===== config.mk =====
export PLATFORM = sky130hd
export DESIGN_NAME = rob_multi
export DESIGN_NICKNAME = d
export VERILOG_FILES = /design/src/rtl/rob_multi.sv
export SDC_FILE = /design/constraint.sdc
export NUM_CORES = 2
export LEC_CHECK = 0
export ABC_AREA = 1
export BUFFER_PORTS_ARGS = -buffer_cell sky130_fd_sc_hd__buf_2
export CAP_MARGIN = 20
export CELL_PAD_IN_SITES_DETAIL_PLACEMENT = 0
export CELL_PAD_IN_SITES_GLOBAL_PLACEMENT = 2
export CORE_MARGIN = 10
export CORE_UTILIZATION = 39
export DETAILED_ROUTE_END_ITERATION = 10
export PLACE_DENSITY = 0.91
export SYNTH_ARGS = -nofsm -noshare
export SYNTH_HDL_FRONTEND = slang
export SYNTH_SLANG_ARGS = --single-unit

===== constraint.sdc =====
create_clock -name clk -period 9.7 [get_ports clk]
set_clock_uncertainty 0.2 [all_clocks]
set_input_delay 2.91 -clock clk [delete_from_list [all_inputs] [get_ports clk]]
set_output_delay 2.91 -clock clk [all_outputs]
set_load 0.005 [all_outputs]

===== src/rtl/rob_multi.sv =====
// rob_multi: reorder buffer, 2-wide dispatch, N_EX completion ports, 2-wide in-order commit
module rob_multi #(
  parameter int ENTRY_NUM = 64,
  parameter int ENTRY_SEL = 6,
  parameter int REG_SEL   = 5,
  parameter int N_EX      = 4
) (
  input  logic                      clk,
  input  logic                      reset,
  input  logic                      flush_i,
  input  logic                      dp1_i,
  input  logic                      dp2_i,
  input  logic [REG_SEL-1:0]        dst_dp1_i,
  input  logic [REG_SEL-1:0]        dst_dp2_i,
  input  logic                      dst_vld_dp1_i,
  input  logic                      dst_vld_dp2_i,
  output logic [ENTRY_SEL-1:0]      dp1_addr_o,
  output logic [ENTRY_SEL-1:0]      dp2_addr_o,
  output logic                      alloc_ok_o,
  input  logic [N_EX-1:0]           finish_ex_i,
  input  logic [N_EX*ENTRY_SEL-1:0] ex_addr_i,
  output logic [ENTRY_SEL-1:0]      commit_ptr_o,
  output logic                      arfwe_1_o,
  output logic [REG_SEL-1:0]        dst_arf_1_o,
  output logic                      arfwe_2_o,
  output logic [REG_SEL-1:0]        dst_arf_2_o,
  output logic [1:0]                comnum_o,
  output logic [ENTRY_SEL:0]        count_o,
  output logic                      empty_o
);
  localparam logic [ENTRY_SEL:0] alloc_lim = (ENTRY_SEL+1)'(ENTRY_NUM - 2);
  logic [ENTRY_SEL-1:0] head, tail, head1, tail1;
  logic [ENTRY_SEL:0]   count;
  logic [ENTRY_NUM-1:0] valid, finish, dst_vld;
  logic [REG_SEL-1:0]   dst [ENTRY_NUM];
  logic                 c1, c2;
  logic [1:0]           ndisp;
  always_comb begin
    head1        = head + 1'b1;
    tail1        = tail + 1'b1;
    c1           = valid[head] & finish[head];
    c2           = c1 & valid[head1] & finish[head1];
    alloc_ok_o   = count <= alloc_lim;
    ndisp        = (alloc_ok_o && dp1_i) ? (dp2_i ? 2'd2 : 2'd1) : 2'd0;
    arfwe_1_o    = !flush_i & c1 & dst_vld[head];
    arfwe_2_o    = !flush_i & c2 & dst_vld[head1];
    dst_arf_1_o  = dst[head];
    dst_arf_2_o  = dst[head1];
    comnum_o     = flush_i ? 2'd0 : {c2, c1 & ~c2};
    dp1_addr_o   = tail;
    dp2_addr_o   = tail1;
    commit_ptr_o = head;
    count_o      = count;
    empty_o      = count == '0;
  end
  always_ff @(posedge clk) begin
    if (reset) begin
      head   <= '0;
      tail   <= '0;
      count  <= '0;
      valid  <= '0;
      finish <= '0;
    end else if (flush_i) begin
      tail   <= head;
      count  <= '0;
      valid  <= '0;
      finish <= '0;
    end else begin
      // completions only land on entries that were already allocated
      for (int k = 0; k < N_EX; k++)
        if (finish_ex_i[k] && valid[ex_addr_i[k*ENTRY_SEL +: ENTRY_SEL]])
          finish[ex_addr_i[k*ENTRY_SEL +: ENTRY_SEL]] <= 1'b1;
      if (c1) valid[head] <= 1'b0;
      if (c2) valid[head1] <= 1'b0;
      // dispatch slots never alias retiring entries: tail != head unless empty
      if (ndisp != 2'd0) begin
        valid[tail]   <= 1'b1;
        finish[tail]  <= 1'b0;
        dst[tail]     <= dst_dp1_i;
        dst_vld[tail] <= dst_vld_dp1_i;
      end
      if (ndisp == 2'd2) begin
        valid[tail1]   <= 1'b1;
        finish[tail1]  <= 1'b0;
        dst[tail1]     <= dst_dp2_i;
        dst_vld[tail1] <= dst_vld_dp2_i;
      end
      head  <= head + ENTRY_SEL'(comnum_o);
      tail  <= tail + ENTRY_SEL'(ndisp);
      count <= count + (ENTRY_SEL+1)'(ndisp) - (ENTRY_SEL+1)'(comnum_o);
    end
  end
endmodule


[Yosys cells after proc, flatten, opt, wreduce, memory -nomap -nowiden]
Memory sizes are Yosys's and may differ from the RTL's. A register that Yosys moved wholly into a read port is not among the register bits.
Cells that the tools add are included.
Operators by class
  add/subtract/negate cells: 6
  order comparisons: 17
  eq/ne operators: 1
  muxes and demuxes: 82
  bitwise operators: 25
  reductions and logical operators: 18
Operator list (number)
  64-bit two-way mux: 30
  64-bit bitwise OR: 6
  64-bit AND: 4
  64-bit inverter: 4
  64-bit bitwise mux: 2
  1-bit binary-select mux with 6-bit select: 10
  6-bit by 7-bit < comparator with 1-bit output, second input constant: 8
  1-bit demux with 6-bit select: 8
  6-bit by 1-bit >= comparator with 1-bit output, second input constant: 8
  1-bit two-way mux: 26
  6-bit two-way mux: 3
  1-bit logical AND: 13
  6-bit by 1-bit adder with 6-bit output, second input constant: 2
  6-bit by 2-bit adder with 6-bit output: 2
  1-bit AND: 8
  7-bit by 2-bit adder with 7-bit output: 1
  7-bit by 6-bit <= comparator with 1-bit output, second input constant: 1
  7-bit zero test: 1
  7-bit by 2-bit subtractor with 7-bit output: 1
  2-bit two-way mux: 3
  1-bit inverter: 3
  2-bit equality test, second input constant: 1
  2-bit AND reduction: 1
  2-bit nonzero test: 1
  other kinds (2): 2
Word-level totals
  register bits after elaboration: 211
  RAM bits: 320
  input port bits: 45
  output and inout port bits: 41
  word-level logic and storage cells: 156
  memories: 1
Memory list
  dst: words 64, bits a word 5, rd ports 2, clocked after memory_dff 1, wr ports 2, RTL line 35  | logic [REG_SEL-1:0] dst [ENTRY_NUM];

[Depth between registers and ports, before layout]
  depth after elaboration: 26
  depth in mapped cells: 31

[Least setup slack after synthesis]
Ideal clock, no wire load.
  path kind: input port to output port
  from: input flush_i
  to: output comnum_o[1]
  arrival time: 3.518 ns
  setup slack: 3.072 ns
  cell stages on the path: 4
  path buffers: 1
  path through: clkbuf_1 > inv_1 > nand3_1 > inv_1
On the way
  longest elaborated chain between the ends: 1
RTL lines
  start, declared: RTL line 10  | input logic flush_i,
  2-bit two-way mux: RTL line 49  | comnum_o = flush_i ? 2'd0 : {c2, c1 & ~c2};
  end, declared: RTL line 27  | output logic [1:0] comnum_o,
Every way passes these cells.

[Worst setup path after layout]
  from: register head[3] (netlist: commit_ptr_o[3])
  to: output arfwe_2_o
On the way
  longest elaborated chain between the ends: 7
  elaborated cells on any way between the ends: 16
RTL lines
  start, declared: RTL line 32  | logic [ENTRY_SEL-1:0] head, tail, head1, tail1;
  start signal, assigned: RTL line 88  | head <= head + ENTRY_SEL'(comnum_o);
  6-bit by 1-bit adder with 6-bit output or 1-bit binary-select mux with 6-bit select (tied branches): RTL line 39, 41
  1-bit binary-select mux with 6-bit select or 1-bit two-way mux (tied branches): RTL line 42, 41
  1-bit two-way mux (not written as such) or 1-bit AND (tied branches): RTL line 42, 41
  1-bit AND (2 in series): RTL line 42  | c2 = c1 & valid[head1] & finish[head1];
  1-bit AND: RTL line 46  | arfwe_2_o = !flush_i & c2 & dst_vld[head1];
  1-bit AND (*): RTL line 46
  end, declared: RTL line 25  | output logic arfwe_2_o,
Mark *: on every way between the ends. The rest lies on a longest branch, timed or not. The select of a mux whose other input is x is not followed.

==> impl_metrics.csv <==
group,metric,value,unit
pwr,p_leak,18.84,nW
yosys,ys_seq_area_share,35.68,%
global_route,grt_pass1_wl,305.6,mm
global_route,grt_max_degree,202,
yosys,synth-simple-area-share,37.06,%
clock_network,cts_resized,0,
timing,hold_viol,0,
yosys,yosysTopAreaCell,"edfxtp_1",
timing,period_needed,8725,ps
yosys,synth_top_family_by_area,"simple AND/OR/NAND/NOR gates",
clock_network,insertion_delay,640,ps
timing,fin_crit_sh,89.95,%
clock_network,postCtsHoldBufs,0,
yosys,synth_fa_ha_area_share,0.7770,%
clock_network,cts-root-buf,"clkbuf_16",
timing,slew_headroom,15.08,%
clock_network,clkTransAtPathRegs,70,ps
cells_and_area,nets,6413,
yosys,synth_fp_nets,6526,
status,outcome,"finished clean",
placed_design,io_buffers,85,
flow_run,max_cap_viol_count,0,
clock_network,post-cts-setup-buffers,0,
timing,fin_ws,974.5,ps
critical_path,cp-start-kind,"flop",
floorplan,num_rows,118,
critical_path,cp_max_fo,38,
yosys,async_flop_share,0,%
clock_network,cts_sinks,537,
critical_path,cp.required,6590,ps
yosys,synth_compound_area_share,17.56,%
floorplan,fp.dieArea,118200,um^2
cells_and_area,area_growth,9.893,%
yosys,yosys.area_share.xor_xnor,0.08260,%
floorplan,die_x,343.8,um
yosys,synth.area.top_cells,"edfxtp_1 28%, nand2_1 21%, o21ai_0 9.8%",
global_route,grt_overflow,0,
yosys,synth_ff_type,"edfxtp_1",
critical_path,cp-end-kind,"output pin",
timing,worst_pin_slew,1267,ps
pwr,cellPowerDensity,127.2,nW/um^2
clock_network,cts_tree,"done",
yosys,ys_warn_count,0,
cells_and_area,fill_cells,11020,
drt,drcViolationCount,0,
global_route,grt_pass1_vias,41610,
yosys,synthCells,6458,
hold_path,hold_class,"reg -> reg",
timing,setup_violations,0,
drt,final_antenna_net_count,0,
drt,wl_per_cell,27.94,um
yosys,yosysMostFrequentCell,"nand2_1",
timing,timing.fmax,114.6,MHz
placed_design,place_worst_setup_slack,2146,ps
cells_and_area,n_antenna_cell,0,
critical_path,cp-startpoint,"commit_ptr_o[3]$_SDFFE_PP0N_",
global_route,antenna_found_initial,8,
cells_and_area,drive_above_1_share,7.249,%
yosys,synth.area.mux_share,0.02753,%
clock_network,htree_levels,3,
timing,whs,380.3,ps
drt,dr.first_iter.drc_count,8532,
yosys,ys_types,52,
placed_design,gp_congestion,1.037,
timing,rsz0062_at_grt,"false",
yosys,synth-edff-count,384,
yosys,ys_ff_latch,537,
placed_design,hpwlAfterDp,155.7,mm
floorplan,start_util,39.41,%
yosys,synth.cell_area,40900,um^2
floorplan,io_pins,86,
critical_path,critPathArrivalTime,5620,ps
clock_network,cts_buffers,70,
drt,drt_wl_total,217.4,mm
hold_path,hold_start,"finish[44]$_SDFF_PN0_",
yosys,synth_top_cell_area_share,28.19,%
drt,route.vias.total,47220,
clock_network,cts_buffer_depth,3,
critical_path,crit_type,"reg -> out",
drt,first_pass_iters,9,
timing,drv_slew,0,
pwr,vdd_drop_max,0.0001379,V
global_route,gr-usage-all-layers,35.24,%
floorplan,core_area,103800,um^2
yosys,synth_common_cells,"2322 x nand2_1, 802 x o21ai_0, 683 x nor2_1",
timing,tns,0,ps
floorplan,die_y,343.8,um
critical_path,r2r-start,"commit_ptr_o[0]$_SDFFE_PP0N_",
yosys,syn_avg_cell_area,6.333,um^2
drt,via_per_inst,6.068,
[area by class of cell]
cell class	instances	area (um^2)	share of cell area [%]
multi-input combinational	5025	22880	50.90
sequential	537	14610	32.50
clock buffer	99	2003	4.457
inverter	461	1733	3.855
clock inverter	29	292.8	0.6514
tap	1380	1727	3.842
timing repair buffer	250	1707	3.797
[final timing paths]
check | slack (ps) | depth (start not counted) | to
setup / recovery | 970 | 12 | arfwe_2_o
hold / removal | 380 | 4 | finish[44]$_SDFF_PN0_
setup reg to reg | 3260 | 25 | count_o[6]$_SDFF_PN0_
hold reg to reg | 380 | 4 | finish[44]$_SDFF_PN0_
[metal layers]
metal / global-route usage [%] / vias up / share of wire (%)
li1: - / 21330 / -
met1: 48.44 / 22000 / 40
met2: 50.99 / 3383 / 41
met3: 10.56 / 493 / 14
met4: 14.36 / 10 / 4.8
met5: 0 / - / 0.029
[stage by stage]
stage	cell area [um^2]	power [W]	utilization, %	instances
after global placement	42530	0.003033	40.98	7638
after floorplan	40900	0.002826	-	6458
after CTS	44870	0.005697	43.23	7772
after detailed placement	42580	0.003038	41.02	7644
after global routing	44950	0.005830	43.30	7781
final	44950	0.005719	43.30	7781
[placed cells by master (no fill, tap or decap), types with 16 or more instances in the layout]
cell type,n
o21ai_0,802
inv_1,413
o22ai_1,81
o21ai_1,35
dfxtp_1,148
o211ai_1,19
a21oi_1,212
nand3_1,297
buf_2,90
o221ai_1,16
nor3_1,59
edfxtp_1,384
inv_2,39
clkbuf_16,72
nand2_1,2321
a221oi_1,18
nor2_1,673
ha_1,19
clkbuf_1,17
nand4_1,260
nor3_2,25
o21bai_1,33
a22oi_1,52
buf_4,152
[sequential cells by signal, summed over array words and instances (netlist names), named ones only]
signal,cells
dp1_addr_o,6
count_o,7
dst_vld,64
dst,320
commit_ptr_o,6
finish,64
valid,64
[critical path: stages, from the launching register on]
cell,delay (ps)
dfxtp_1,900
inv_1,390
nor3_2,1080
nand2_1,240
nand2_1,150
nor2_1,50
nand2_1,110
nand2_1,60
buf_4,260
inv_2,410
nand3_1,320
nor2_1,680
buf_2,250
[cells by family (layout without fill, tap and decap cells)]
kind of cell,Yosys count,in the layout
AOI/OAI and AO/OA,1313,1313
xor gates and xnor gates,3,3
adders and majority gates,23,23
buffers and inverters,896,839
DFF,537,537
muxes,1,1
and+or+nand+nor,3685,3685
[report_power, final]
group / internal (W) / total (W) / switching (W) / leakage (nW)
clock network: 0.00158 / 0.00271 / 0.00113 / 1.13
logic: 0.000114 / 0.000515 / 0.000401 / 13.0
registers: 0.00247 / 0.00250 / 0.0000242 / 4.71
(Power assumes the default switching activity.)
